### src/rtl/ifu_fetch_queue.sv
// rtl/ifu_fetch_queue.sv - instruction fetch front end: PC generation, in-order imem requests,
// PC-tagged instruction queue to decode, redirect flush with stale-response dropping.
module ifu_fetch_queue #(
    parameter logic [63:0] RESET_PC = 64'h0000_0000_8000_0000,
    parameter int          DEPTH    = 4
) (
    input  logic        clk,
    input  logic        rst,
    output logic        imem_req_valid,
    output logic [63:0] imem_req_addr,
    input  logic        imem_req_ready,
    input  logic        imem_resp_valid,
    input  logic [31:0] imem_resp_inst,
    input  logic        redirect_valid,
    input  logic [63:0] redirect_pc,
    output logic        out_valid,
    input  logic        out_ready,
    output logic [63:0] out_pc,
    output logic [31:0] out_inst
);
    localparam int AW = $clog2(DEPTH);
    localparam int CW = AW + 1;
    localparam logic [CW-1:0] DEPTH_C = CW'(DEPTH);

    logic [63:0]   fetch_pc_q, fetch_pc_d;
    logic [63:0]   pc_mem_q   [DEPTH];
    logic [63:0]   pc_mem_d   [DEPTH];
    logic [31:0]   inst_mem_q [DEPTH];
    logic [31:0]   inst_mem_d [DEPTH];
    logic [DEPTH-1:0] filled_q, filled_d;
    logic [AW-1:0] head_q, head_d;
    logic [AW-1:0] tail_q, tail_d;
    logic [AW-1:0] fill_q, fill_d;
    logic [CW-1:0] count_q, count_d;
    logic [CW-1:0] pend_cnt_q, pend_cnt_d;
    logic [CW-1:0] drop_cnt_q, drop_cnt_d;
    logic [CW:0]   drop_sum;

    logic req_fire;
    logic pop;
    logic resp_fill;
    logic resp_drop;

    // Handshake outputs depend only on registered state and redirect, never on ready.
    assign imem_req_valid = !rst && !redirect_valid && (count_q < DEPTH_C);
    assign imem_req_addr  = fetch_pc_q;
    assign out_valid      = !rst && !redirect_valid && filled_q[head_q];
    assign out_pc         = pc_mem_q[head_q];
    assign out_inst       = inst_mem_q[head_q];

    assign req_fire  = imem_req_valid && imem_req_ready;
    assign pop       = out_valid && out_ready;
    assign resp_drop = imem_resp_valid && (drop_cnt_q != '0);
    assign resp_fill = imem_resp_valid && (drop_cnt_q == '0) && (pend_cnt_q != '0);

    always_comb begin
        fetch_pc_d = fetch_pc_q;
        pc_mem_d   = pc_mem_q;
        inst_mem_d = inst_mem_q;
        filled_d   = filled_q;
        head_d     = head_q;
        tail_d     = tail_q;
        fill_d     = fill_q;
        count_d    = count_q;
        pend_cnt_d = pend_cnt_q;
        drop_cnt_d = drop_cnt_q;
        drop_sum   = {1'b0, drop_cnt_q} + {1'b0, pend_cnt_q};

        if (redirect_valid) begin
            // Every unfilled entry is still owed by memory; a response this cycle pays one off.
            if (imem_resp_valid && (drop_sum != '0)) begin
                drop_sum = drop_sum - 1'b1;
            end
            drop_cnt_d = drop_sum[CW] ? '1 : drop_sum[CW-1:0];
            fetch_pc_d = redirect_pc & ~64'h3;
            filled_d   = '0;
            head_d     = '0;
            tail_d     = '0;
            fill_d     = '0;
            count_d    = '0;
            pend_cnt_d = '0;
        end else begin
            if (resp_drop) begin
                drop_cnt_d = drop_cnt_q - 1'b1;
            end
            if (resp_fill) begin
                inst_mem_d[fill_q] = imem_resp_inst;
                filled_d[fill_q]   = 1'b1;
                fill_d             = fill_q + 1'b1;
            end
            if (pop) begin
                filled_d[head_q] = 1'b0;
                head_d           = head_q + 1'b1;
            end
            if (req_fire) begin
                pc_mem_d[tail_q] = fetch_pc_q;
                filled_d[tail_q] = 1'b0;
                tail_d           = tail_q + 1'b1;
                fetch_pc_d       = fetch_pc_q + 64'd4;
            end
            count_d    = count_q + CW'(req_fire) - CW'(pop);
            pend_cnt_d = pend_cnt_q + CW'(req_fire) - CW'(resp_fill);
        end
    end

    always_ff @(posedge clk) begin
        if (rst) begin
            fetch_pc_q <= RESET_PC;
            filled_q   <= '0;
            head_q     <= '0;
            tail_q     <= '0;
            fill_q     <= '0;
            count_q    <= '0;
            pend_cnt_q <= '0;
            drop_cnt_q <= '0;
            for (int i = 0; i < DEPTH; i++) begin
                pc_mem_q[i]   <= '0;
                inst_mem_q[i] <= '0;
            end
        end else begin
            fetch_pc_q <= fetch_pc_d;
            filled_q   <= filled_d;
            head_q     <= head_d;
            tail_q     <= tail_d;
            fill_q     <= fill_d;
            count_q    <= count_d;
            pend_cnt_q <= pend_cnt_d;
            drop_cnt_q <= drop_cnt_d;
            for (int i = 0; i < DEPTH; i++) begin
                pc_mem_q[i]   <= pc_mem_d[i];
                inst_mem_q[i] <= inst_mem_d[i];
            end
        end
    end

endmodule

### config.mk
export PLATFORM = sky130hd
export DESIGN_NAME = ifu_fetch_queue
export DESIGN_NICKNAME = d
export VERILOG_FILES = /design/src/rtl/ifu_fetch_queue.sv
export SDC_FILE = /design/constraint.sdc
export NUM_CORES = 1
export LEC_CHECK = 0
export CAP_MARGIN = 20
export CORE_ASPECT_RATIO = 0.5
export CORE_MARGIN = 2
export CORE_UTILIZATION = 50
export CTS_CLUSTER_DIAMETER = 100
export CTS_CLUSTER_SIZE = 30
export DETAILED_ROUTE_END_ITERATION = 6
export GPL_ROUTABILITY_DRIVEN = 0
export PLACE_DENSITY = 0.8
export RECOVER_POWER = 100
export SLEW_MARGIN = 40
export SYNTH_ARGS = -nofsm -noshare
export SYNTH_HDL_FRONTEND = slang
export SYNTH_SLANG_ARGS = --single-unit
export TNS_END_PERCENT = 30
### constraint.sdc
create_clock -name clk -period 3.99 [get_ports clk]
set_input_delay 0.798 -clock clk [delete_from_list [all_inputs] [get_ports clk]]
set_output_delay 0.798 -clock clk [all_outputs]
set_load 0.03 [all_outputs]
==> results.py <==
metrics = {
    "routing": {
        "routed_wirelength_mm": 60.4,
        "drt_iter0_drc": 1694,
        "firstDrtPassIters": 7,
        "viasPerCell": 5.84,
        "drtAntennaViolNets": 0,
        "vias": 18201,
        "wl_per_cell_um": 19.4,
        "drc_errors": 0,
    },
    "global_route": {
        "grt_start_max_net_pins": 101,
        "grt_pass1_vias": 17421,
        "grtUsageMet1_pct": 36.3,
        "grtUsageMet3_pct": 3.26,
        "antenna_found_initial": 4,
        "grt_pass1_wl_mm": 94.6,
        "grtUsageTotal_pct": 27.8,
        "met2_usage_pct": 46.8,
        "overflow": 0,
        "grt_busiest_layer": "met2",
    },
    "synth": {
        "synth.avg_cell_area_sq_um": 8.25,
        "syn_area_sq_um": 20400,
        "synthArstFlopShare_pct": 0,
        "yosysUniqueCellTypes": 61,
        "ys_seq_elements": 457,
        "syn_inst": 2471,
        "ys.warnings.count": 0,
        "ys_seq_area_share_pct": 44.9,
        "synth_ff_type": "dfxtp_1",
        "synth_edf_count": 0,
    },
    "timing": {
        "rsz0062_at_grt": "no",
        "setup_ws_ns": 0.227,
        "period_minus_slack_ns": 3.76,
        "slew_headroom_pct": -9.66,
        "worstMarginPinSlew_ns": 1.64,
        "fmax_mhz": 266,
        "hold_violations": 0,
        "slew_viol_final": 26,
        "finalSetupViolCount": 0,
        "fin_setup_tns_ns": 0,
        "worst_clock_skew_ns": 0.0313,
        "fin_crit_sh_pct": 94.3,
    },
    "cts": {
        "cts_setup_buffers": 0,
        "cts.clk_slew.worst_paths_ns": 0.11,
        "cts_sinks": 457,
        "cts_made_buffers": 19,
        "cts_buffer_depth": 3,
        "cts_root_buf": "clkbuf_16",
        "cts_tree": "built",
        "cts_resized": 0,
        "holdBufCountCts": 0,
        "cts_max_level": 1,
        "clk_latency_ns": 0.56,
    },
    "floorplanning": {
        "die_w_um": 290,
        "die_h_um": 147,
        "io_pins": 264,
        "die_area_sq_um": 42500,
        "start_util_pct": 50.6,
        "num_rows": 52,
        "core_sq_um": 40300,
    },
    "worst_setup_path": {
        "cp_slowest_stage_delay_ns": 0.72,
        "cpMaxStageDelayCell": "dlygate4sd3_1",
        "end_kind": "output port",
        "r2r_cells": 6,
        "worstPathArrival_ns": 2.97,
        "crit_fanout": 25,
        "crit_buf_inv": 2,
        "required_ns": 3.19,
        "cp.depth": 3,
        "crit_type": "reg -> out",
        "critPathTopFamily": "buffers and inverters",
        "start_kind": "flip-flop",
        "path_cells": "clkbuf_2, mux4_2, dlygate4sd3_1",
    },
    "placed_design": {
        "hpwlAfterDp_mm": 38.5,
        "dp_slack_ns": 0.532,
        "portBuffers": 257,
    },
    "cells_and_area": {
        "nets": 2700,
        "area_delta_synth_final_pct": 16.1,
        "fin_util_pct": 58.7,
        "drive_gt1_share_pct": 6.96,
    },
    "power_and_ir_drop": {
        "p_leak_uw": 0.00789,
        "ir_drop_uv": 236,
        "power_density_nw_per_um2": 331,
    },
    "run_status": {
        "violations": "max-capacitance violations, max-slew violations",
        "outcome": "finished with violations",
    },
    "worst_hold_path": {
        "hold_path_class": "reg -> reg",
        "min_path_cells": 2,
    },
    "flow_run": {
        "cap_violations": 1,
    },
}
-- worst register-to-register path, delay by kind of cell, from the launching register on --
kind	cells	cell delay (ns)
flops	1	0.40
buf+inv	2	1.13
compound gates	1	0.09
simple gates	3	1.52
-- placed cells by master, fill, tap and decap left out, types with 4 or more instances in the layout --
| master | synthesis | routed |
|---|---|---|
| nand2_1 | 828 | 827 |
| dfxtp_1 | 457 | 455 |
| clkbuf_16 | 0 | 19 |
| nand3_1 | 42 | 42 |
| nand4_1 | 30 | 30 |
| a2111oi_0 | 9 | 9 |
| clkdlybuf4s50_1 | 0 | 101 |
| conb_1 | 1 | 4 |
| ha_1 | 23 | 23 |
| nor3_1 | 17 | 17 |
| o31ai_1 | 9 | 9 |
| inv_1 | 27 | 26 |
| a31oi_1 | 4 | 4 |
| nor4_1 | 22 | 22 |
| a21oi_1 | 408 | 408 |
| dlygate4sd3_1 | 0 | 154 |
| a22oi_1 | 8 | 8 |
| or4_1 | 5 | 7 |
| mux4_2 | 95 | 95 |
| nand2b_1 | 5 | 5 |
| a211oi_1 | 17 | 17 |
| mux2_2 | 6 | 6 |
| buf_12 | 0 | 6 |
| o21ai_0 | 13 | 13 |
| buf_4 | 5 | 24 |
| a311oi_1 | 12 | 12 |
| clkbuf_1 | 210 | 10 |
| xnor2_1 | 26 | 26 |
| clkbuf_2 | 2 | 9 |
| or3_1 | 11 | 11 |
| nor3b_1 | 10 | 10 |
| and4_1 | 14 | 14 |
| and2_1 | 15 | 11 |
| diode_2 | 0 | 4 |
| and3_1 | 18 | 18 |
| nor2_1 | 63 | 63 |
-- state kept, by name, summed over array words and instances (netlist names) --
name / count
pc_mem_q: 248
inst_mem_q: 128
imem_req_addr: 62
filled_q: 4
count_q: 3
drop_cnt_q: 3
pend_cnt_q: 3
fill_q: 2
head_q: 2
tail_q: 2
-- per-stage QoR --
stage | area, sq um | instances | hold slack (ns) | total power [uW]
floorplan | 20400 | 2474 | 0.433 | 5260
global placement | 23200 | 3091 | 0.438 | 5610
detailed placement | 23200 | 3091 | 0.443 | 5620
CTS | 23700 | 3112 | 0.459 | 7910
global route | 23700 | 3116 | 0.472 | 8100
finish | 23700 | 3116 | 0.457 | 7850
-- cell usage after synthesis, types with 9 or more instances --
library cell	instances	area, sq um
a311oi_1	12	105
o21ai_0	13	65.1
ha_1	23	288
or3_1	11	68.8
nand4_1	30	188
and2_1	15	93.8
a2111oi_0	9	78.8
nand2_1	828	3110
nand3_1	42	210
inv_1	27	101
nor4_1	22	138
mux4_2	95	2140
nor3_1	17	85.1
o31ai_1	9	67.6
clkbuf_1	210	788
dfxtp_1	457	9150
nor3b_1	10	75.1
a21oi_1	408	2040
and4_1	14	123
xnor2_1	26	228
a211oi_1	17	128
and3_1	18	113
nor2_1	63	236
-- area by class of cell --
type / count / area, sq um
clock inverter: 1 / 30.0
clock buffer: 20 / 479
inverter: 28 / 105
fill: 3561 / 16700
timing repair buffer: 309 / 2990
antenna: 4 / 10.0
sequential: 457 / 9160
multi-input combinational: 1757 / 10200
tap: 540 / 676
-- where the power goes --
part / switching, uW / leakage (uW) / internal (uW)
Combinational: 454 / 0.00394 / 293
Sequential: 135 / 0.00370 / 4630
Clock: 1450 / 0.000247 / 887
-- final timing paths --
kind / from / end / slack, ns
hold reg to reg: inst_mem_q[8]$_SDFFE_PP0P_ / inst_mem_q[8]$_SDFFE_PP0P_ / 0.46
setup / recovery: head_q[0]$_SDFFE_PP0N_ / out_pc[46] / 0.23
setup reg to reg: count_q[2]$_SDFF_PP0_ / pc_mem_q[182]$_SDFFE_PP0P_ / 0.74
hold / removal: inst_mem_q[8]$_SDFFE_PP0P_ / inst_mem_q[8]$_SDFFE_PP0P_ / 0.46
-- logic make-up after synthesis --
group / Yosys count / share of synthesized area, %
other cells: 1 / 0.0184
xor+xnor: 28 / 1.20
flops: 457 / 44.9
compound gates: 501 / 13.5
mux: 104 / 11.0
fa+ha+maj: 26 / 1.71
buf+inv: 260 / 4.99
simple gates: 1094 / 22.8
-- layer usage --
| metal | wire length (um) | up-vias |
|---|---|---|
| li1 | - | 8594 |
| met5 | 0 | - |
| met4 | 2620 | 0 |
| met1 | 24500 | 8676 |
| met2 | 29000 | 782 |
| met3 | 4180 | 149 |
Note: power is estimated with default switching activity, not from simulation.
